$ cat config.mk
export PLATFORM = sky130hd
export DESIGN_NAME = fft_out_sched
export DESIGN_NICKNAME = d
export VERILOG_FILES = /design/src/rtl/fft_out_sched_pkg.sv /design/src/rtl/fft_bank_fsm.sv /design/src/rtl/fft_out_sched.sv
export SDC_FILE = /design/constraint.sdc
export NUM_CORES = 1
export LEC_CHECK = 0
export BUFFER_PORTS_ARGS = -buffer_cell sky130_fd_sc_hd__buf_2
export CAP_MARGIN = 10
export CORE_MARGIN = 2
export CORE_UTILIZATION = 51
export DETAILED_ROUTE_END_ITERATION = 7
export HOLD_SLACK_MARGIN = 0.1
export PLACE_DENSITY = 0.76
export SETUP_SLACK_MARGIN = 0.3
export SYNTH_ARGS = -nofsm -noshare
export SYNTH_HDL_FRONTEND = slang
export SYNTH_SLANG_ARGS = --single-unit
$ cat constraint.sdc
create_clock -name clk -period 2.5 [get_ports clk]
set_clock_uncertainty 0.15 [all_clocks]
set_input_delay 0.125 -clock clk [delete_from_list [all_inputs] [get_ports clk]]
set_output_delay 0.125 -clock clk [all_outputs]
set_load 0.01 [all_outputs]
$ cat src/rtl/fft_out_sched_pkg.sv
// Shared FFT output-scheduler definitions: default frame size, ping-pong bank
// state encoding and the bit-reversal helper used for write addressing.
package fft_out_sched_pkg;

   localparam int FFT_N    = 32;
   localparam int FFT_LOGN = 5;

   typedef enum logic [1:0] {
      BANK_EMPTY = 2'b00,
      BANK_FULL  = 2'b01,
      BANK_DRAIN = 2'b10
   } bank_state_t;

   // Reverses the low 'width' bits of v; bits above width come back as zero.
   function automatic logic [31:0] bit_reverse(input logic [31:0] v, input int width);
      logic [31:0] r;
      r = '0;
      for (int i = 0; i < 32; i++) begin
         if (i < width) r = {r[30:0], v[i[4:0]]};
      end
      return r;
   endfunction

endpackage

$ cat src/rtl/fft_bank_fsm.sv
// Lifecycle of one ping-pong bank: EMPTY while being filled, FULL once the
// frame is complete, DRAIN while the reader walks it in natural order.
module fft_bank_fsm
   import fft_out_sched_pkg::*;
(
   input  logic        clk,
   input  logic        rst_n,
   input  logic        wr_done,
   input  logic        drain_start,
   input  logic        rd_done,
   output bank_state_t state
);

   bank_state_t state_reg, state_next;

   always_ff @(posedge clk or negedge rst_n) begin
      if (!rst_n) state_reg <= BANK_EMPTY;
      else        state_reg <= state_next;
   end

   always_comb begin
      state_next = state_reg;
      case (state_reg)
         BANK_EMPTY: if (wr_done)     state_next = BANK_FULL;
         BANK_FULL:  if (drain_start) state_next = BANK_DRAIN;
         BANK_DRAIN: if (rd_done)     state_next = BANK_EMPTY;
         default:                     state_next = BANK_EMPTY;
      endcase
   end

   assign state = state_reg;

endmodule

$ cat src/rtl/fft_out_sched.sv
// Ping-pong reorder scheduler: writes FFT outputs bit-reversed into one bank
// while the other bank is read out in natural order.
module fft_out_sched
   import fft_out_sched_pkg::*;
#(
   parameter int N    = FFT_N,
   parameter int LOGN = FFT_LOGN
) (
   input  logic            clk,
   input  logic            rst_n,
   input  logic            valid_i,
   input  logic            rd_ready_i,
   output logic            wr_en,
   output logic            wr_bank,
   output logic [LOGN-1:0] wr_addr,
   output logic            rd_en,
   output logic            rd_bank,
   output logic [LOGN-1:0] rd_addr,
   output logic            valid_o,
   output logic            last_o,
   output logic            overflow
);

   localparam logic [LOGN-1:0] LAST_IDX = LOGN'(N - 1);

   bank_state_t     bank_state [2];
   logic [1:0]      wr_done, drain_start, rd_done;
   logic [LOGN-1:0] wcnt_reg, rcnt_reg;
   logic            wr_bank_reg, rd_bank_reg;
   logic            valid_reg, last_reg, overflow_reg;
   logic            rd_final, wr_free, rd_bank_eff;

   assign rd_en    = rd_ready_i && (bank_state[rd_bank_reg] == BANK_DRAIN);
   assign rd_final = rd_en && (rcnt_reg == LAST_IDX);

   // A bank on its final read is already free for the writer: the new frame
   // starts at address 0 while the read is at N-1, so the ports never collide.
   // Without this, streaming input would lose one sample per frame.
   assign wr_free = (bank_state[wr_bank_reg] == BANK_EMPTY) ||
                    (rd_final && (rd_bank_reg == wr_bank_reg));
   assign wr_en   = valid_i && wr_free;

   // Look ahead to the other bank on the final read so back-to-back frames
   // drain with no idle cycle between them.
   assign rd_bank_eff = rd_final ? ~rd_bank_reg : rd_bank_reg;

   genvar gi;
   generate
      for (gi = 0; gi < 2; gi++) begin : g_bank
         assign wr_done[gi]     = wr_en && (wcnt_reg == LAST_IDX) && (wr_bank_reg == 1'(gi));
         assign rd_done[gi]     = rd_final && (rd_bank_reg == 1'(gi));
         assign drain_start[gi] = (rd_bank_eff == 1'(gi)) && (bank_state[gi] == BANK_FULL);

         fft_bank_fsm u_bank (
            .clk         (clk),
            .rst_n       (rst_n),
            .wr_done     (wr_done[gi]),
            .drain_start (drain_start[gi]),
            .rd_done     (rd_done[gi]),
            .state       (bank_state[gi])
         );
      end
   endgenerate

   always_ff @(posedge clk or negedge rst_n) begin
      if (!rst_n) begin
         wcnt_reg     <= '0;
         rcnt_reg     <= '0;
         wr_bank_reg  <= 1'b0;
         rd_bank_reg  <= 1'b0;
         valid_reg    <= 1'b0;
         last_reg     <= 1'b0;
         overflow_reg <= 1'b0;
      end else begin
         if (wr_en) begin
            wcnt_reg <= wcnt_reg + 1'b1;
            if (wcnt_reg == LAST_IDX) wr_bank_reg <= ~wr_bank_reg;
         end
         if (rd_en) begin
            rcnt_reg <= rcnt_reg + 1'b1;
            if (rcnt_reg == LAST_IDX) rd_bank_reg <= ~rd_bank_reg;
         end
         valid_reg <= rd_en;
         last_reg  <= rd_final;
         if (valid_i && !wr_free) overflow_reg <= 1'b1;
      end
   end

   assign wr_bank  = wr_bank_reg;
   assign wr_addr  = LOGN'(bit_reverse(32'(wcnt_reg), LOGN));
   assign rd_bank  = rd_bank_reg;
   assign rd_addr  = rcnt_reg;
   assign valid_o  = valid_reg;
   assign last_o   = last_reg;
   assign overflow = overflow_reg;

endmodule

After elaboration in Yosys (flattened, before gate mapping)
Index checks and enable logic that the tools add are counted.

operators by class
  add/sub/neg operators = 2
  $lt $le $gt $ge = 2
  equality and inequality tests = 14
  multiplexer cells = 15
  bitwise operators = 5
  reductions and logical operators = 21

operator list
  operator                                                   count
  2-to-1 mux 2 bit                                           12
  logical AND 1 bit                                          12
  != test 2 x 1 -> 1 bit (second input constant)             6
  one-hot mux 2 bit (3 select lines)                         2
  adder 5 x 1 -> 5 bit (second input constant)               2
  equality test 5 bit (second input constant)                2
  equality test 2 bit (second input constant)                3
  zero test 2 bit                                            3
  AND reduction 3 bit                                        2
  equality test 2 x 1 -> 1 bit (second input constant)       2
  greater-or-equal comparator 2 bit (second input constant)  2
  inverter 1 -> 2 bit                                        2
  AND reduction 2 bit                                        2
  inverter 1 bit                                             3
  equality test 1 bit                                        1
  zero test 1 bit                                            1
  logical OR 1 bit                                           1
  2-to-1 mux 1 bit                                           1

word-level totals
  register bits = 19
  input bits = 4
  output and inout bits = 17
  word-level logic and storage cells = 68

Logic depth before layout (Yosys ltp)
Gate-level depths: netlist (run 1).

  word-level depth = 14
  gate-level depth with buffers = 8
  depth with buffers taken out = 8

Cells and area by module
A second synthesis (run 1) with hierarchy kept.

unflattened totals
  cells, all modules = 82
  area, all modules = 982.2 um2

modules (own cells, without submodules)
  module         times used  cells each  area each (um2)  seq. area each (um2)
  fft_out_sched  1           66          802.0            375.4
  fft_bank_fsm   2           8           90.1             50.0

Least setup slack after synthesis (run 1)
Ideal clock, no wire load.

  path type = flip-flop to flip-flop
  start point = register rd_bank_reg, in the netlist rd_bank
  end point = register g_bank[1].u_bank.state_reg[0]
  library setup time = 0.121 ns
  data arrival time = 1.938 ns
  required time = 2.229 ns
  slack = 0.291 ns
  cell stages (with the launch flop) = 7
  clock period less this slack = 2.209 ns
  cell sequence = dfrtp_1 > or3b_4 > a21boi_2 > and2_1 > ha_1 > a21oi_1 > nor2_1

between the ends
  longest elaborated chain between the ends = 14
  elaborated cells between the ends (all ways) = 21
  classes of those cells = 5 x eq/ne; 4 x mux; 2 x bitwise; 10 x reduce/logical

RTL lines
  element                                                RTL line             RTL
  from (decl)                                            fft_out_sched.sv:29  logic wr_bank_reg, rd_bank_reg;
  from (signal assigned)                                 fft_out_sched.sv:81  if (rcnt_reg == LAST_IDX) rd_bank_reg <= ~rd_bank_reg;
  inverter 1 -> 2 bit (implied by the code) *            fft_out_sched.sv:33  assign rd_en = rd_ready_i && (bank_state[rd_bank_reg] == BANK_DRAIN);
  2-to-1 mux 2 bit (implied by the code) * (3 in a row)  fft_out_sched.sv:33
  equality test 2 bit *                                  fft_out_sched.sv:33
  logical AND 1 bit *                                    fft_out_sched.sv:33
  named net rd_en                                        fft_out_sched.sv:16  output logic rd_en,
  logical AND 1 bit *                                    fft_out_sched.sv:34  assign rd_final = rd_en && (rcnt_reg == LAST_IDX);
  named net rd_final                                     fft_out_sched.sv:31  logic rd_final, wr_free, rd_bank_eff;
  logical AND 1 bit                                      fft_out_sched.sv:40  (rd_final && (rd_bank_reg == wr_bank_reg));
  logical OR 1 bit                                       fft_out_sched.sv:39  assign wr_free = (bank_state[wr_bank_reg] == BANK_EMPTY) ||
  logical AND 1 bit                                      fft_out_sched.sv:41  assign wr_en = valid_i && wr_free;
  logical AND 1 bit (2 in a row)                         fft_out_sched.sv:50  assign wr_done[gi] = wr_en && (wcnt_reg == LAST_IDX) && (wr_bank_reg == 1'(gi));
  != test 2 x 1 -> 1 bit (no source line)                -
  AND reduction 3 bit (no source line) *                 -
  to (signal assigned)                                   fft_bank_fsm.sv:18   else state_reg <= state_next;
  to (decl)                                              fft_bank_fsm.sv:14   bank_state_t state_reg, state_next;

Mark *: on every way through the listed nets, which the timed path passes. The rest lies on a longest branch. The select of a mux whose other input is x is not followed.
A chain may end at the register's enable or synchronous reset.

Worst setup path after layout (run 1)
  start point = register rcnt_reg[0], in the netlist rd_addr[0]
  end point = output port wr_en

between the ends
  longest elaborated chain between the ends = 5

RTL lines
  element                 RTL line             RTL
  from (decl)             fft_out_sched.sv:28  logic [LOGN-1:0] wcnt_reg, rcnt_reg;
  from (signal assigned)  fft_out_sched.sv:80  rcnt_reg <= rcnt_reg + 1'b1;
  equality test 5 bit     fft_out_sched.sv:34
  logical AND 1 bit       fft_out_sched.sv:34
  logical AND 1 bit       fft_out_sched.sv:40
  logical OR 1 bit        fft_out_sched.sv:39
  logical AND 1 bit       fft_out_sched.sv:41
  to (decl)               fft_out_sched.sv:13  output logic wr_en,

No other way between the ends.

==> results of run 1 <==
layer usage:
metal,GRT usage [%],vias up
met4,8.571,0
met1,25.06,338
met5,0,-
met2,27.22,15
met3,3.137,2
li1,-,340
cell type report:
cell class / count / area share (%)
clock buffers: 3 / 1.913
clock inverters: 1 / 0.4251
inverters: 3 / 0.9564
multi-input cells: 55 / 38.04
flip-flops and latches: 19 / 40.49
well taps: 25 / 2.657
repair buffers: 30 / 15.52
power by group through the flow:
stage               Combinational, mW  Clock, mW  Sequential (mW)
global placement                0.315          0            0.456
floorplan                       0.180          0            0.479
global route                    0.431      0.166            0.462
detailed placement              0.318          0            0.458
CTS                             0.335      0.157            0.453
finish                          0.385      0.150            0.451
cells in the mapped netlist (all sizes together):
cell type,count,area share (%)
nand3b,2,1.6
inv,3,1.2
or2b,1,0.82
nor2,7,2.9
nand4,1,0.69
nor3,2,1.1
and3,3,2.1
xnor2,6,5.8
nand2,3,1.2
o22a,1,0.96
a21boi,1,1.2
a31oi,1,0.69
nand2b,1,0.69
a21o,2,1.6
a32oi,1,0.96
nand3,1,0.55
ha,6,8.2
a21oi,1,0.55
and2,1,0.69
xor2,2,1.9
mux2,4,4.9
o21ai,3,2.1
a211oi,1,1.4
dfrtp,19,52
o211a,1,1.1
or3b,1,1.2
o211ai,2,1.6
what timing repair did:
item | 4_1_cts | 5_1_grt
setup buffers | 2 | 5
resized for setup | 1 | 4
pin swaps | 1 | 3
endpoints found under the setup margin | 1 | 7
hold buffers | 3 | 0
gates cloned | 0 | 0
endpoints found under the hold margin | 25 | 0
worst max-delay path, stage by stage (launching register included):
cell                       delay (ns)
sky130_fd_sc_hd__dfrtp_1         0.41
sky130_fd_sc_hd__ha_2            0.19
sky130_fd_sc_hd__and3_1          0.16
sky130_fd_sc_hd__ha_2            0.19
sky130_fd_sc_hd__nand2_2         0.08
sky130_fd_sc_hd__a211oi_4        0.27
sky130_fd_sc_hd__o21ai_2         0.09
sky130_fd_sc_hd__inv_1           0.05
sky130_fd_sc_hd__buf_2           0.11
worst min path at each step:
| stage | start | to | slack [ns] | depth (start not counted) |
|---|---|---|---|---|
| floorplan | rst_n | g_bank[0].u_bank.state[0]$_DFFE_PN0P_ | -0.32 | 0 |
| global placement | rst_n | g_bank[1].u_bank.state[1]$_DFFE_PN0P_ | -0.07 | 1 |
| detailed placement | rst_n | last_o$_DFF_PN0_ | -0.08 | 1 |
| CTS | rst_n | last_o$_DFF_PN0_ | 0.14 | 2 |
| global route | rst_n | last_o$_DFF_PN0_ | 0.15 | 2 |
| finish | rst_n | g_bank[0].u_bank.state[1]$_DFFE_PN0P_ | 0.13 | 2 |
cell families (layout without fill, tap and decap cells):
group | after synthesis | after routing
buffers and inverters | 3 | 37
DFF | 19 | 19
xor gates and xnor gates | 8 | 8
adders and majority gates | 6 | 6
and+or+nand+nor | 23 | 23
muxes | 4 | 4
AOI/OAI and AO/OA | 14 | 14
per-stage QoR:
| stage | hold slack [ns] | worst slack [ns] | area (sq um) |
|---|---|---|---|
| after CTS | 0.1377 | 0.2932 | 1131 |
| after detailed placement | -0.07523 | 0.3151 | 1051 |
| after global placement | -0.07113 | 0.3720 | 1051 |
| after global routing | 0.1547 | 0.2386 | 1177 |
| final | 0.1295 | 0.3801 | 1177 |
| after floorplan | -0.3206 | 0.3701 | 919.6 |
==> results.md, run 1 <==
Clock network:
- The number of levels in the clock H-tree is 1.
- The clock tree from TritonCTS is built.
- The tree is rooted in a sky130_fd_sc_hd__clkbuf_4.
- The clock net sink count is 19.
- The number of clock buffers added by TritonCTS is 3.
- The clock latency on the worst-skew pair is 0.29 ns.
- The clock transition at the registers of the reported paths is 0.10 ns.
- In this run the deepest clock path goes through 2 buffers.

Floorplanning:
- The number of primary I/O pins is 21.
- The floorplan step defined a die boundary enclosing 2143 sq um.
- The starting utilization of the core area is 53.41%.
- The die is 46.29 um wide.
- In this run the core area contains 15 standard-cell rows.
- The vertical extent of the die is 46.29 um.
- The placeable core area is 1708 sq um.

Logic synthesis:
- The synthesized netlist net count is 87.
- The synthesized-area fraction occupied by and/or/nand/nor cells is 13.58%.
- The mean area per synthesized cell is 11.85 sq um.
- For this run, the register share of the synthesized area comes to 52.13%.
- The synthesized design contains 19 register bits.
- Measured against the total synthesized area, the mux share comes to 4.938%.
- The count of mapped cells out of synthesis is 77.
- Summing the areas of all fa, ha and maj instances in the mapped netlist gives 8.230% of the synthesized area.
- During synthesis, Yosys emitted a total of 0 warnings.
- By area, the combinational part of the netlist is dominated by simple AND/OR/NAND/NOR gates.
- Of the total synthesized cell area, the portion taken by XOR and XNOR cells is 7.682%.
- The count of cell types in the netlist is 29.
- The netlist area before placement is 912.1 sq um.
- Summing the areas of all compound-gate instances in the mapped netlist gives 12.21% of the synthesized area.

Place:
- Buffers placed on the I/O ports in this run total 20.
- After legalization and detailed placement, the total HPWL measured 1243 um.
- The cell count after placement is 122.
- Routability-driven placement finished with a final weighted congestion of 0.7462.

Critical path:
- The arrival time at the worst endpoint is 1.84 ns.
- For flop-to-flop paths, the worst setup slack is 0.39 ns.
- The most critical setup path has its endpoint at wr_en.
- The peak fanout along the critical path is 3.
- Tracing the worst setup path back leads to its startpoint at rd_addr[0]$_DFFE_PN0P_.
- The endpoint identified for the worst register-to-register timing path is wcnt_reg[1]$_DFFE_PN0P_.
- The kind of end point of the critical path is an output pin.
- The classification of the worst setup path is reg2out.
- The worst setup path is launched from a flop.
- STA puts the critical path data required time at 2.23 ns.
- The reg-to-reg startpoint is rd_addr[0]$_DFFE_PN0P_.
- The depth of the worst register-to-register path is 8.

STA:
- The shortest clock period the worst path allows after layout is 2.120 ns.
- The setup TNS is 0 ns.
- The worst slew slack as a fraction of its limit is 73.43%.
- The number of max-slew violations in the final report is 0.
- Timing would allow up to 471.7 MHz.
- The number of failing hold endpoints at the final stage is 0.
- Setup violations remaining at the end of the flow were counted as 0.
- The final critical path takes up 84.79% of the cycle.
- Setup repair after global routing left no endpoint under its margin.
- The transition time at the pin with the least slew margin is 0.3985 ns.

Pwr:
- Power spread over the standard cell area amounts to 838.0 nW/um^2.
- The switching power is 351.8 uW.
- The clock network power share is 15.2%.
- Of the total power, the share spent switching nets is 35.65%.
- The total leakage power is 0.6117 nW.
- Of the total power, registers draw 45.7%.
- Internal power comes to 634.9 uW.
- The post-route total power is 986.7 uW.
- VDD sags by at most 0.0006739 V.
- The logic gate share of total power is 39.0%.

Status:
- The flow ran to the end, and the final reports show no timing, DRC or antenna violations.

Final layout:
- The library cells used most frequently in the layout, excluding fill and tap cells, are sky130_fd_sc_hd__buf_2, sky130_fd_sc_hd__dfrtp_1, sky130_fd_sc_hd__nor2_1, sky130_fd_sc_hd__buf_4, sky130_fd_sc_hd__xnor2_1.
- The filler cells instantiated in the layout total 132.
- The area of the multi-input gates is 447.9 sq um.
- Leaving out fill and tap cells, the most frequent cell in the layout is sky130_fd_sc_hd__buf_2.
- From synthesis to final layout, the design area changed by 29.08%.
- The net count of the finished layout is 122.
- The final standard cell utilization of the core is 68.94%.
- The proportion of layout cells with a drive suffix above 1 is 36.94%.
- The finished layout holds 136 standard cells, fillers aside.
- In the final layout, flip-flops and latches occupy 476.7 sq um.
- The number of antenna diodes in the final layout is 0.

Detailed routing:
- The detailed-routed wire length on met3 is 48 um.
- The number of iterations in the first detailed-routing pass is 4.
- Once detail routing completed, the nets flagged for antenna violations numbered 0.
- The final route contains 695 vias.
- After detailed routing, the number of remaining DRC violations is 0.
- The sum of met2 wire segment lengths after detailed routing is 868 um.
- Using the TritonRoute via totals, the vias-per-cell ratio works out to 5.110.
- The overall routed net length is 1751 um.
- The highest layer touched by signal routing is met4.
- For this block, wires on met1 add up to 821 um.
- The number of DRC markers after the initial detailed-route iteration is 16.
- After detailed routing, the average wire length per cell comes to 12.88 um.

Global routing:
- The initial antenna violation count was 0.
- The total overflow left after global routing is 0.
- The largest net degree at the start of global routing is 20.
- In the global route stage, overall resource usage came out at 18.06%.
- The via count of the first global-routing pass was 608.
- The wire length of the first global-routing pass is 2725 um.

Job:
- The max capacitance violation total is 0.

Worst hold path:
- The min-delay analysis places its worst path in the category in2async.
No activity file was read; power rests on OpenSTA's default activity.
==> run 2, diff against run 1 <==
clock period = 2.1 ns   (was 2.5 ns; I/O delays follow)
==> run 2 against run 1 <==
Against the previous run:
- cell count up 8.8%
- hold slack worse by 0.033 ns
- power up 33%
- final area up 14%
- non-clock buffer count up 12
- first-iteration DRC count down 81%
- flip-flop and latch count unchanged
- clock-buffer cell count up 1
- utilization up 9.6 points
- global-route usage up 4.5 points
==> results.md, run 2 (synthesis gave the netlist of run 1 again) <==
Detailed routing:
- The final routed DRC violation total was 0 (unchanged).
- The detailed-route vias per instance is 5.311 (+3.9%).
- The detailed-route wire length per cell is 14.66 um (+14%).
- The number of DRC markers after the initial detailed-route iteration was 3 (-13).
- The antenna violation net count after detailed routing is 0 (unchanged).
- The total vias in the final route is 786 (+13%).
- The number of iterations in the first detailed-routing pass is 4 (unchanged).
- The overall routed net length came to 2169 um (+24%).

Final layout:
- The growth of design area from synthesis to finish is 47.05%.
- In the layout the commonest cells are sky130_fd_sc_hd__buf_2, sky130_fd_sc_hd__dfrtp_1, sky130_fd_sc_hd__buf_4.
- The count of nets after finishing came to 134 (+9.8%).
- The library cell used most frequently in the layout, excluding fill and tap cells, is sky130_fd_sc_hd__buf_2.
- The area of the multi-input gates is 501.7 sq um (+12%).
- The final antenna diode count is 0 (unchanged).
- The area taken by flip-flops and latches is 476.7 sq um (unchanged).
- The proportion of layout cells with a drive suffix above 1 is 47.97% (+11 points).
- The final-layout fill cell count was 105 (-20%).

Floorplanning:
- The number of primary I/O pins was 21 (unchanged).
- The site row count is 15 (unchanged).
- The placeable core area is 1708 sq um (unchanged).
- The total die area was 2143 sq um (unchanged).
- The die span in x came to 46.29 um (unchanged).
- The vertical extent of the die is 46.29 um (unchanged).
- The starting utilization of the core area is 53.41% (unchanged).

Clock network:
- The clock net sink count was 19 (unchanged).
- The number of clock buffers inserted by TritonCTS is 3 (unchanged).
- The buffer depth of the longest clock path is 2 (unchanged).
- The clock latency on the worst-skew pair came to 0.30 ns (about the same).
- The clock tree from TritonCTS is built.
- The clock transition at the registers of the reported paths came to 0.12 ns (+0.02 ns).
- The root buffer cell is sky130_fd_sc_hd__clkbuf_4.
- The number of levels in the clock H-tree is 1 (unchanged).

Global routing:
- The wire length of the first global-routing pass is 3346 um (+23%).
- The largest net degree at the start of global routing came to 20 (unchanged).
- The initial antenna violation count was 0 (unchanged).
- The global-route usage over all layers was 22.60% (+4.5 points).
- The total global routing overflow was 0 (unchanged).
- The via count of the first global-routing pass came to 749 (+23%).

Critical path:
- The number of buffer and inverter instances along the worst setup path is 2 (unchanged).
- The reg-to-reg startpoint is rd_addr[1]$_DFFE_PN0P_.
- The most numerous cell on the critical path is sky130_fd_sc_hd__ha_4.
- The arrival time at the worst endpoint is 2.03 ns (+0.19 ns).
- The data required time of the critical path is 2.15 ns (-0.08 ns).
- The launching element type of the critical path is a flop.
- Among all stages on the critical path, the largest delay is contributed by sky130_fd_sc_hd__dfrtp_1.
- The endpoint identified for the worst register-to-register timing path is g_bank[0].u_bank.state[0]$_DFFE_PN0P_.
- The kind of end point of the critical path is a flop.
- The cell family contributing the most delay on the critical path is adder cells.
- The peak fanout along the critical path was 4 (+1).
- The largest stage delay on the critical path was 0.41 ns (about the same).
- The flop-to-flop setup slack is 0.12 ns (-0.27 ns).
- Traced cell by cell, the critical path runs through ha_2 -> and3_4 -> ha_4 -> buf_4 -> and2_4 -> ha_4 -> inv_1 -> a32oi_1 -> nor2_1.
- The depth of the worst register-to-register path is 9 (+1).
- The worst setup path is of the reg2reg kind.

Place:
- The HPWL after detailed placement came to 1280 um (+3.0%).
- The port buffer count is 20 (unchanged).
- The final estimated routing congestion in global placement is 0.7513 (+0.68%).

STA:
- The part of the cycle the worst path needs is 94.40%.
- Setup repair after global routing could not meet its margin everywhere.
- The number of failing setup endpoints in the final timing report is 0 (unchanged).
- The number of failing hold endpoints at the final stage is 0 (unchanged).
- Static timing analysis puts the maximum clock frequency at 504.5 MHz.
- The transition time at the pin with the least slew margin came to 0.4078 ns (+0.009241 ns).
- The setup TNS came to 0 ns (unchanged).
- The worst slew slack as a fraction of its limit is 72.82% (-0.62 points).
- The number of max-slew violations in the final report was 0 (unchanged).
- The worst path needs 1.982 ns of the cycle, external delays included.

Pwr:
- The post-route total power came to 1.317 mW (+33%).
- The maximum vdd drop came to 0.0006846 V (+1.6%).
- The power density of the placed cells is 981.6 nW/um^2 (+17%).
- The total leakage power is 0.6944 nW (+14%).

Status:
- The run finished with clean final reports.

Worst hold path:
- The class of the tightest hold or removal check is in2async.

Job:
- The max capacitance violation total came to 0 (unchanged).
[run 2: final cells by class]
| type | instances | area share, % |
|---|---|---|
| Clock buffer | 4 | 1.959 |
| Timing Repair Buffer | 42 | 21.92 |
| Inverter | 3 | 0.8395 |
| Sequential cell | 19 | 35.54 |
| Tap cell | 25 | 2.332 |
| Multi-Input combinational cell | 55 | 37.41 |
[run 2: per-layer routing]
metal / wire, um / vias up / global-route usage (%)
met5: 0 / - / 0
met4: 45 / 0 / 10.29
met3: 71 / 6 / 3.529
met2: 1125 / 20 / 39.44
met1: 927 / 391 / 26.91
li1: - / 369 / -
[run 2: report_power, final]
group          switching (mW)  total, mW  internal (mW)
clock network           0.119      0.193         0.0741
logic                   0.280      0.596          0.315
registers              0.0760      0.528          0.452
[run 2: worst max-delay path by stage]
stage,to,startpoint,slack (ns),cells after the start
4_1_cts,wr_en,rd_addr[1]$_DFFE_PN0P_,0.13,8
3_5_place_dp,wcnt_reg[1]$_DFFE_PN0P_,rd_addr[0]$_DFFE_PN0P_,0.13,7
6_report,g_bank[0].u_bank.state[0]$_DFFE_PN0P_,rd_addr[1]$_DFFE_PN0P_,0.12,9
2_1_floorplan,g_bank[0].u_bank.state[0]$_DFFE_PN0P_,rd_bank$_DFFE_PN0P_,0.10,7
5_1_grt,wr_en,rd_addr[1]$_DFFE_PN0P_,0.05,8
3_3_place_gp,wcnt_reg[1]$_DFFE_PN0P_,rd_addr[0]$_DFFE_PN0P_,0.17,7
[run 2: per-stage QoR]
step                utilization [%]  setup WS [ns]  std cells  hold slack, ns  cell area, sq um
global placement              64.47         0.1694        125        -0.08903              1101
finish                        78.53         0.1177        148         0.09614              1341
detailed placement            64.47         0.1312        125        -0.08063              1101
global route                  78.53        0.04902        148          0.1476              1341
floorplan                         -         0.1043         77         -0.3406             947.2
CTS                           75.90         0.1340        145          0.1279              1296
[run 2: timing repair]
action / in CTS / in global routing
endpoints found under the setup margin: 13 / 14
pin swaps: 10 / 8
resized for setup: 7 / 5
buffers inserted: 13 / 3
endpoints found under the hold margin: 26 / 0
hold buffers: 3 / 0
==> run 3, diff against run 2 <==
CORE_UTILIZATION = 52   (was 51)
PLACE_DENSITY = 0.77   (was 0.76)
SYNTH_HIERARCHICAL = 1   (was not set)
==> run 3 against run 2 <==
Against the previous run:
- routed wire length rose by 3.4%
- largest cell class unchanged
- clock power barely moved
- combinational power fell by 3%
- utilization rose by 0.61 points
- die area rose by 5.1%
- synthesized cell count rose by 6.5%
- clock-buffer cell count did not move
==> results.md, run 3 <==
Status:
- The flow ran to the end, and the final reports show no timing, DRC or antenna violations.

Pwr:
- The clock network power share was 14.9% (+0.3 points).
- The logic gate share of total power is 44.5% (-0.7 points).
- The internal power was 839.3 uW (-0.29%).
- The switching share of total power is 35.67% (-0.40 points).
- The switching power is 465.3 uW (-2.0%).
- The total leakage power is 0.6665 nW (-4.0%).
- The maximum vdd drop is 0.0007405 V (+8.2%).
- The power density of the placed cells came to 944.5 nW/um^2 (-3.8%).
- The sequential fraction of design power is 40.7% (+0.6 points).

STA:
- The number of max-slew violations in the final report was 0 (unchanged).
- The setup TNS came to 0 ns (unchanged).
- The worst slew slack as a fraction of its limit is 71.55% (-1.3 points).
- The number of failing hold endpoints at the final stage is 0 (unchanged).
- Setup repair after global routing could not meet its margin everywhere.
- The part of the cycle the worst path needs is 96.30% (+1.9 points).
- The maximum operating frequency is 494.5 MHz (-2.0%).
- The number of failing setup endpoints in the final timing report is 0 (unchanged).
- The worst hold slack across all endpoints is 0.09733 ns (+0.001191 ns).
- The transition time at the pin with the least slew margin came to 0.4268 ns (+0.01900 ns).
- The shortest clock period the worst path allows after layout is 2.022 ns (+0.04006 ns).

Logic synthesis:
- The proportion of synthesized chip area in sequential cells is 48.41% (-3.7 points).
- The count of cell types in the netlist is 31 (+6.9%).
- The count of mapped cells out of synthesis is 82 (+6.5%).
- Among all cell types in the netlist, the one instantiated most often is sky130_fd_sc_hd__dfrtp_1.
- After synthesis, the most frequently instantiated cells are sky130_fd_sc_hd__dfrtp_1, sky130_fd_sc_hd__ha_1, sky130_fd_sc_hd__nand2b_1.
- The mean area per synthesized cell is 11.98 sq um (+1.1%).
- The most area-hungry cell type in the Yosys netlist is sky130_fd_sc_hd__dfrtp_1.
- In the synthesized netlist the dominant register cell turns out to be sky130_fd_sc_hd__dfrtp_1.
- The proportion of register bits with asynchronous set or reset after synthesis is 100.0% (unchanged).
- The synthesized flop and latch total is 19 (unchanged).
- The share of Yosys cell area claimed by the top area cell type was 48.41% (-3.7 points).
- The Yosys warning count is 6 (+6).
- The netlist area before placement is 982.2 sq um (+7.7%).
- The count of flip-flops with a built-in enable after synthesis is 0 (unchanged).
- By area the synthesized netlist is led by sky130_fd_sc_hd__dfrtp_1, sky130_fd_sc_hd__ha_1, sky130_fd_sc_hd__nand2b_1.
- The synthesized netlist net count is 92 (+5.7%).

Critical path:
- STA classifies the critical path startpoint as a flop.
- The kind of end point of the critical path is an output pin.
- The classification of the worst setup path is reg2out.
- The peak fanout along the critical path is 4 (unchanged).
- The data required time of the critical path was 1.85 ns (-0.30 ns).
- The arrival time at the worst endpoint came to 1.77 ns (-0.26 ns).

Final layout:
- Leaving out fill and tap cells, the most frequent cell in the layout is sky130_fd_sc_hd__buf_2.
- The final antenna diode count is 0 (unchanged).
- The count of nets after finishing is 132 (-1.5%).
- The top cell types in the final layout, fill and taps aside, are sky130_fd_sc_hd__buf_2, sky130_fd_sc_hd__dfrtp_1, sky130_fd_sc_hd__buf_4.
- The growth of design area from synthesis to finish is 40.64%.
- The area of the multi-input gates is 594.3 sq um (+18%).
- The proportion of layout cells with a drive suffix above 1 came to 57.02% (+9.1 points).
- The final standard cell utilization of the core is 79.14% (+0.61 points).
- The area taken by flip-flops and latches is 476.7 sq um (unchanged).
- The final-layout fill cell count is 111 (+5.7%).

Clock network:
- The tree is rooted in a sky130_fd_sc_hd__clkbuf_4.
- The buffer depth of the longest clock path was 2 (unchanged).
- The number of clock buffers inserted by TritonCTS is 3 (unchanged).
- The clock tree from TritonCTS is built.
- The number of levels in the clock H-tree came to 1 (unchanged).
- The clock net sink count is 19 (unchanged).
- The clock latency on the worst-skew pair is 0.31 ns (about the same).
- The clock transition at the registers of the reported paths is 0.11 ns (about the same).

Place:
- The final estimated routing congestion in global placement came to 0.7499 (-0.19%).
- The HPWL after detailed placement is 1399 um (+9.2%).
- The port buffer count came to 20 (unchanged).

Floorplanning:
- The starting utilization of the core area is 56.27% (+2.9 points).
- The site row count is 15 (unchanged).
- The placeable core area came to 1745 sq um (+2.2%).
- The total die area is 2252 sq um (+5.1%).
- The vertical extent of the die is 47.46 um (+2.5%).
- The number of primary I/O pins came to 21 (unchanged).
- The die span in x came to 47.46 um (+2.5%).

Global routing:
- The wire length of the first global-routing pass is 3491 um (+4.3%).
- The total global routing overflow came to 0 (unchanged).
- The via count of the first global-routing pass came to 748 (-0.13%).
- The initial antenna violation count is 0 (unchanged).
- The largest net degree at the start of global routing came to 20 (unchanged).
- The global-route usage over all layers is 23.04% (+0.44 points).

Worst hold path:
- The worst hold path belongs to the class in2async.

Job:
- The max capacitance violation total is 0 (unchanged).

Detailed routing:
- The antenna violation net count after detailed routing is 0 (unchanged).
- The detailed-route wire length per cell is 15.36 um (+4.8%).
- The detailed-route vias per instance is 5.274 (-0.69%).
- The number of iterations in the first detailed-routing pass is 4 (unchanged).
- The number of DRC markers after the initial detailed-route iteration is 17 (+14).
- The overall routed net length was 2243 um (+3.4%).
- The final routed DRC violation total was 0 (unchanged).
- The total vias in the final route was 770 (-2.0%).
run 3: through the flow:
step           instance area, sq um  total power [mW]  setup WS (ns)  cells
3_3_place_gp                   1181            0.9761        0.08183    129
3_5_place_dp                   1181            0.9911        0.03275    129
4_1_cts                        1300             1.241        0.08504    142
5_1_grt                        1381             1.394        0.02740    146
2_1_floorplan                  1035            0.8311        0.08807     82
6_report                       1381             1.305        0.07760    146
run 3: worst max-delay path: stages (launching register included):
cell,delay (ns)
sky130_fd_sc_hd__dfrtp_1,0.40
sky130_fd_sc_hd__ha_2,0.19
sky130_fd_sc_hd__and3_4,0.18
sky130_fd_sc_hd__ha_4,0.17
sky130_fd_sc_hd__inv_4,0.06
sky130_fd_sc_hd__a21oi_4,0.04
sky130_fd_sc_hd__a22o_4,0.28
sky130_fd_sc_hd__buf_6,0.12
run 3: power groups by stage:
stage          Combinational [mW]  Clock, mW  Sequential, mW
3_3_place_gp                0.447          0           0.529
6_report                    0.580      0.194           0.531
3_5_place_dp                0.456          0           0.535
4_1_cts                     0.529      0.192           0.520
5_1_grt                     0.637      0.211           0.547
2_1_floorplan               0.266          0           0.565
run 3: path summary, 6_finish.rpt:
path / start / endpoint / slack (ns) / cells past startpoint
max reg2reg: rd_addr[0]$_DFFE_PN0P_ / g_bank[0].u_bank/state[0]$_DFFE_PN0P_ / 0.09 / 9
max in group asynchronous: rst_n / g_bank[1].u_bank/state[0]$_DFFE_PN0P_ / 1.38 / 2
min reg2reg: overflow$_DFFE_PN0P_ / overflow$_DFFE_PN0P_ / 0.34 / 2
max: rd_addr[0]$_DFFE_PN0P_ / wr_en / 0.08 / 7
min in group clk: rd_ready_i / valid_o$_DFF_PN0_ / 0.14 / 3
min: rst_n / rd_bank$_DFFE_PN0P_ / 0.1 / 2
run 3: timing repair:
action | in CTS | in global routing
endpoints found under the hold margin | 20 | 0
hold buffers | 2 | 0
endpoints found under the setup margin | 11 | 12
resized for setup | 8 | 13
pin swaps | 2 | 8
setup buffers | 7 | 4
run 3: cell type report:
type	instances	area share [%]
Tap cell	25	2.265
Sequential cell	19	34.51
Clock buffer	4	1.902
Inverter	4	1.268
Multi-Input combinational cell	59	43.03
Timing Repair Buffer	35	17.03
run 3: cell families after synthesis:
group	after synthesis	share of synthesized area, %
AND/OR/NAND/NOR	28	17.83
flip-flops	19	48.41
AO/OA/AOI/OAI	12	10.45
XOR/XNOR	9	8.790
adder cells (fa/ha/maj)	6	7.643
buffers and inverters	4	1.528
multiplexers	4	5.350
run 3: routing by layer:
| layer | GRT usage, % | wire length (um) |
|---|---|---|
| met5 | 0 | 0 |
| met4 | 12.78 | 39 |
| met3 | 4.151 | 77 |
| met2 | 37.57 | 1182 |
| met1 | 28.74 | 943 |
